File: config.mk
export PLATFORM = sky130hd
export DESIGN_NAME = key_byte_sequencer
export DESIGN_NICKNAME = d
export VERILOG_FILES = /design/src/rtl/key_byte_sequencer.sv
export SDC_FILE = /design/constraint.sdc
export NUM_CORES = 1
export LEC_CHECK = 0
export CAP_MARGIN = 10
export CORE_MARGIN = 4
export CORE_UTILIZATION = 35
export CTS_BUF_LIST = sky130_fd_sc_hd__clkbuf_4
export DETAILED_ROUTE_END_ITERATION = 6
export SETUP_SLACK_MARGIN = 0.2
export SLEW_MARGIN = 20
export SYNTH_ARGS = -nofsm -noshare
export SYNTH_HDL_FRONTEND = slang
export SYNTH_SLANG_ARGS = --single-unit
File: constraint.sdc
create_clock -name clk -period 3.05 [get_ports clk]
set_input_delay 0.4575 -clock clk [delete_from_list [all_inputs] [get_ports clk]]
set_output_delay 0.4575 -clock clk [all_outputs]
set_load 0.03 [all_outputs]
File: src/rtl/key_byte_sequencer.sv
// Key byte selector for the RC4 key-scheduling loop: holds the candidate key,
// supports load/step, and returns key byte [i mod KEY_BYTES] per handshake.
module key_byte_sequencer #(
  parameter int                KEY_BYTES  = 3,
  parameter int                KEY_W      = 8 * KEY_BYTES,
  parameter logic [KEY_W-1:0]  KEY_MAX    = KEY_W'(24'h3FFFFF),
  parameter int                HEX_DIGITS = 6
) (
  input  logic                    clk,
  input  logic                    reset_n,
  input  logic                    start,
  input  logic [7:0]              i_counter,
  input  logic                    load_key,
  input  logic                    key_next,
  input  logic [KEY_W-1:0]        secret_key_input,
  output logic [7:0]              secret_key_value,
  output logic                    finish,
  output logic                    busy,
  output logic                    key_exhausted,
  output logic [KEY_W-1:0]        key_out,
  output logic [4*HEX_DIGITS-1:0] hex_out,
  output logic [2:0]              state
);

  localparam int         HEX_W = 4 * HEX_DIGITS;
  localparam int         EXT_W = (KEY_W > HEX_W) ? KEY_W : HEX_W;
  localparam logic [7:0] KB8   = 8'(KEY_BYTES);

  typedef enum logic [2:0] {
    IDLE   = 3'd0,
    MOD    = 3'd1,
    SELECT = 3'd2,
    HEX    = 3'd3,
    DONE   = 3'd4
  } state_t;

  state_t           st;
  logic [7:0]       rem;
  logic [KEY_W-1:0] key_reg;
  logic [7:0]       sel_byte;
  logic [EXT_W-1:0] key_ext;

  // Byte 0 is the most significant byte of the key.
  always_comb begin
    // NOTE: default first so every path assigns sel_byte and no latch is inferred.
    sel_byte = '0;
    for (int b = 0; b < KEY_BYTES; b++)
      if (rem == 8'(b)) sel_byte = key_reg[KEY_W-1-8*b -: 8];
  end

  // Zero-extend so display digits above the key width read as 0.
  assign key_ext = EXT_W'(key_reg);

  assign busy    = (st != IDLE);
  assign key_out = key_reg;
  assign state   = st;

  // NOTE: all state uses non-blocking assignments; reset is synchronous and wins over everything.
  always_ff @(posedge clk) begin
    if (!reset_n) begin
      st               <= IDLE;
      rem              <= '0;
      key_reg          <= '0;
      key_exhausted    <= 1'b0;
      secret_key_value <= '0;
      hex_out          <= '0;
      finish           <= 1'b0;
    end else begin
      finish <= 1'b0;
      case (st)
        IDLE: begin
          if (load_key) begin
            key_reg       <= secret_key_input;
            key_exhausted <= 1'b0;
          end else if (key_next) begin
            if (key_reg < KEY_MAX) key_reg <= key_reg + KEY_W'(1);
            else                   key_exhausted <= 1'b1;
          end
          if (start) begin
            rem <= i_counter;
            st  <= MOD;
          end
        end
        MOD: begin
          // Modulo by repeated subtraction: one cycle per KEY_BYTES step.
          if (rem >= KB8) rem <= rem - KB8;
          else            st  <= SELECT;
        end
        SELECT: begin
          secret_key_value <= sel_byte;
          st               <= HEX;
        end
        HEX: begin
          hex_out <= key_ext[HEX_W-1:0];
          finish  <= 1'b1;
          st      <= DONE;
        end
        DONE:    st <= IDLE;
        default: st <= IDLE;
      endcase
    end
  end

endmodule

# == After elaboration in Yosys (flattened, before gate mapping) ==
# Index checks and enable logic that the tools add are counted.
# op_classes
n_eq_ne,9
order_cmp,2
addsub,2
reduce_logical,10
mux,16
# op_table
op,count
$mux W24,3
$mux W8,5
$add A24 B1 Y24 const B,1
$lt A24 B22 Y1 const B,1
$pmux W8 S2,1
$pmux W3 S4,1
$reduce_and A3 Y1,3
$eq A8 B1 Y1 const B,1
$eq A8 B2 Y1 const B,1
$ge A8 B2 Y1 const B,1
$logic_not A8 Y1,1
$ne A2 B2 Y1 const B,4
$sub A8 B2 Y8 const B,1
$eq A3 B2 Y1 const B,2
$mux W3,2
$reduce_bool A2 Y1,3
$mux W1,4
$eq A3 B1 Y1 const B,1
$logic_not A3 Y1,1
$reduce_bool A3 Y1,1
$reduce_and A2 Y1,1
# word_totals
out_inout_bits,62
elab_cells,46
in_bits,37
register_bits,69

# == Logic depth before layout (Yosys ltp) ==
# depth
depth_word,4
mapped_depth,8
depth_no_buf,6

# == Least setup slack after synthesis ==
# OpenSTA, ideal clock, no wires.
# synth_timing
kind,register to register
startpoint,"register key_reg[0], in the netlist key_out[0]"
endpoint,"register key_reg[19], in the netlist key_out[19]"
arrival_ns,2.187
path_stages_with_launch,8
synth_period_minus_slack_ns,2.261
setup_ns,0.074
n_path_buf,1
required_time_ns,2.976
setup_slack_ns,0.789
cell_sequence,dfxtp_1 ha_1 nand4_1 or4_4 o21a_1 buf_6 a211o_1 a31oi_1
# synth_between
elab_chain_len,4
word_cells_on_any_way,7
cone_classes,add/sub: 1; order compare: 1; mux: 3; reduce/logical: 2
# synth_rtl
item,line_no,text
from (decl),39,logic [KEY_W-1:0] key_reg;
from (signal assigned),73,key_reg <= secret_key_input;
from (signal assigned),76,if (key_reg < KEY_MAX) key_reg <= key_reg + KEY_W'(1);
$add A24 B1 Y24,76,
$mux W24,76,
$mux W24,75,end else if (key_next) begin
$mux W24,72,if (load_key) begin
# Several ways; a longest one is shown, not always the timed one. The select of a mux whose other input is x is not followed.
# A chain may end at the register's enable or synchronous reset.

# == Final worst setup path ==
# layout_timing
startpoint,"register st[2], in the netlist state[2]"
endpoint,output port busy
# layout_between
elab_chain_len,1
# layout_rtl
item,line_no,text
from (decl),37,state_t st;
from (signal assigned),61,st <= IDLE;
from (signal assigned),81,st <= MOD;
from (signal assigned),87,else st <= SELECT;
$reduce_bool A3 Y1,54,assign busy = (st != IDLE);
to (decl),18,"output logic busy,"
# Every way passes these cells.

==> impl_metrics.csv <==
group,metric,value,unit
run_status,outcome,"finished, final reports clean",
timing,clock_skew,0.0135,ns
synthesis,ys_seq_area_share,39.0,%
synthesis,synthesis.area,3550,um^2
hold_path,hp-class,"input port to flip-flop",
hold_path,hold_start,"load_key",
setup_path,crit_chain,"nor3_2 -> clkinv_1 -> clkdlybuf4s50_1",
timing,tns,0,ns
clock_tree,cts_sinks,69,
setup_path,r2r_cells,6,
floorplanning,die_y,109,um
synthesis,synth_warnings,0,
grt,use_met2,32.9,%
setup_path,end_kind,"primary output",
timing,rsz0062_at_grt,"no",
placement,port_buffers,98,
placement,place_congestion,0.906,
setup_path,slowest_delay,0.71,ns
detailed_routing,antenna_left,0,
setup_path,worstPathArrival,2.13,ns
setup_path,crit_path_max_fanout,9,
detailed_routing,wirelength,12.6,mm
floorplanning,placementRows,36,
floorplanning,die-area,11800,um^2
setup_path,r2r-start,"key_out[0]$_SDFFE_PN0P_",
setup_path,critical_path_depth,3,
layout,drive_gt1_share,7.33,%
clock_tree,cts_setup_buffers,0,
grt,grt.busiest_layer,"met2",
grt,grt_use_met1,29.4,%
synthesis,synth_fp_nets,510,
placement,post_dp_cell_area,4640,um^2
setup_path,required,2.59,ns
setup_path,startpoint_type,"flip-flop",
clock_tree,insertion_delay,0.44,ns
clock_tree,postCtsHoldBufs,0,
layout,num-nets-final,596,
clock_tree,htreeDepth,3,
clock_tree,cts.path.max_buffers,2,
grt,grt_pass1_vias,3813,
synthesis,synth_ff_type,"dfxtp_1",
setup_path,path_delay_family,"buffers and inverters",
setup_path,reg2reg_to,"key_out[7]$_SDFFE_PN0P_",
detailed_routing,dr.pass1.iters,5,
setup_path,r2r_slack,0.50,ns
detailed_routing,via_per_inst,5.77,
timing,max_slew_margin,33.7,%
synthesis,synth_cell_types,57,
detailed_routing,drt_iter0_drc,324,
timing,min_period,2.58,ns
grt,antenna_found_initial,0,
detailed_routing,drcViolationCount,0,
synthesis,ys_seq_elements,69,
grt,grt_start_max_net_pins,39,
floorplanning,dieWidth,109,um
clock_tree,cts_made_buffers,9,
floorplanning,core,9820,um^2
clock_tree,cts_tree,"done",
setup_path,critical_path_class,"flip-flop to primary output",
power,power.density,736,nW/um^2
synthesis,yosys-top-cells-area,"dfxtp_1 39%, nand2_1 9.1%, a21oi_1 7.1%, o21ai_0 4.9%, nor2_1 3.2%",
floorplanning,start_util,36.1,%
layout,nFillCells,1027,
synthesis,avgSynthCellArea,7.58,um^2
timing,finalSetupViolCount,0,
setup_path,cpMaxStageDelayCell,"clkdlybuf4s50_1",
synthesis,synth_cells,468,
detailed_routing,vias,3991,
grt,grt_pass1_wl,20.1,mm
synthesis,synth_edf_count,0,
setup_path,startpoint,"state[2]$_SDFFE_PN0P_",
clock_tree,clockRootBuffer,"clkbuf_4",
timing,hold_violations,0,
detailed_routing,avgRoutedWirePerCell,18.2,um
setup_path,cp_num_buf_inv,2,
synthesis,synthArstFlopShare,0,%
layout,n_antenna_cell,0,
hold_path,hold_depth,3,
grt,met3_usage,7.52,%
layout,final_cell_area,4790,um^2
run,cap_violations,0,
layout,area_delta_synth_final,35.0,%
clock_tree,cts-resized-gates,0,
synthesis,yosysTopAreaCellShare,39.0,%
grt,track_usage,21.7,%
power,vdd_ir_drop_max,0.000309,V
clock_tree,clk_pin_slew_worst_paths,0.13,ns
power,static-leakage-power,0.00159,uW
timing,post-route-period-util,84.7,%
timing,max_freq,387,MHz
floorplanning,ioPinCount,99,
setup_path,crit_end,"busy",
timing,slew_violations,0,
placement,dp_hpwl,9.02,mm
synthesis,synth_top_area_cell,"dfxtp_1",
grt,gr-total-overflow,0,
timing,tightest_slew,0.991,ns
==> synth_stat cells (3+ instances only) <==
cell type	count
nand2_1	86
dfxtp_1	69
a21oi_1	50
o21ai_0	35
nor2_1	30
clkbuf_1	28
nand3_1	19
nor3_1	11
a221oi_1	10
a31oi_1	10
and3_1	9
o211ai_1	9
o31ai_1	8
nand4_1	7
inv_1	6
nor4_1	6
buf_2	5
ha_1	5
o21a_1	5
a311oi_1	4
a22oi_1	3
a41oi_1	3
buf_1	3
nand2b_1	3
==> layout by cell type (no fill, tap or decap), drive strengths merged, types with 3 or more instances in the layout <==
cell type / instances
clkdlybuf4s50: 97
nand2: 86
dfxtp: 69
a21oi: 50
o21ai: 36
nor2: 30
nand3: 19
buf: 17
nor3: 12
a221oi: 10
a31oi: 10
and3: 9
o211ai: 9
clkbuf: 9
o31ai: 8
nand4: 8
inv: 7
nor4: 7
o21a: 5
ha: 5
a311oi: 4
clkinv: 4
nand2b: 3
a22oi: 3
a41oi: 3
clkinvlp: 3
or4: 3
==> flip-flops by register name (all words and copies together) (netlist names) <==
name / count
hex_out: 24
key_out: 24
rem: 8
secret_key_value: 8
state: 3
finish: 1
key_exhausted: 1
==> routing by layer <==
layer / wire length, um / share of wire, %
met3: 1200 / 9.5
met4: 140 / 1.1
met1: 5590 / 44
met2: 5680 / 45
met5: 0 / 0
==> final cells by class <==
class / count / area, um^2 / share of cell area (%)
Tap cell: 133 / 166 / 3.48
Sequential cell: 69 / 1380 / 28.9
Clock inverter: 7 / 75.1 / 1.57
Timing Repair Buffer: 114 / 1100 / 22.9
Clock buffer: 9 / 67.6 / 1.41
Inverter: 8 / 30.0 / 0.627
Multi-Input combinational cell: 352 / 1970 / 41.2
==> through the flow <==
step / total power, uW / util [%] / std cells / setup WS [ns] / hold slack, ns
global placement: 2870 / 47.3 / 676 / 0.707 / 0.443
floorplan: 2290 / - / 468 / 0.789 / 0.460
global route: 3740 / 48.7 / 692 / 0.330 / 0.440
CTS: 3510 / 48.7 / 692 / 0.468 / 0.441
detailed placement: 2890 / 47.3 / 676 / 0.589 / 0.446
finish: 3520 / 48.7 / 692 / 0.465 / 0.451
==> power by group <==
| group | switching [uW] | leakage [uW] | internal, uW |
|---|---|---|---|
| registers | 249 | 0.000562 | 1050 |
| clock network | 372 | 0.0000685 | 252 |
| logic | 1030 | 0.000960 | 577 |
==> worst register-to-register path: stages, from the launching register on <==
cell and delay (ns):
dfxtp_1 0.51, ha_1 0.32, nand3_1 0.14, or4_1 0.56, o21ai_2 0.61, o21ai_0 0.19
a21oi_1 0.16
==> how the worst min path moves through the flow <==
stage	endpoint	slack (ns)
after detailed placement	hex_out[7]$_SDFFE_PN0P_	0.45
after floorplan	rem[7]$_SDFFE_PN0P_	0.46
after global routing	key_out[0]$_SDFFE_PN0P_	0.44
after global placement	hex_out[3]$_SDFFE_PN0P_	0.44
after CTS	key_out[16]$_SDFFE_PN0P_	0.44
final	key_out[16]$_SDFFE_PN0P_	0.45
==> logic make-up (layout without fill, tap and decap cells) <==
family                   Yosys count  in the layout  synth area share, %
AND/OR/NAND/NOR                  191            191                 26.0
multiplexers                       1              1                0.282
buffers and inverters             47            138                 5.50
adder cells (fa/ha/maj)            5              5                 1.76
flip-flops                        69             69                 39.0
AO/OA/AOI/OAI                    154            154                 27.2
XOR/XNOR                           1              1                0.247
Power figures use the tool's default switching activity.
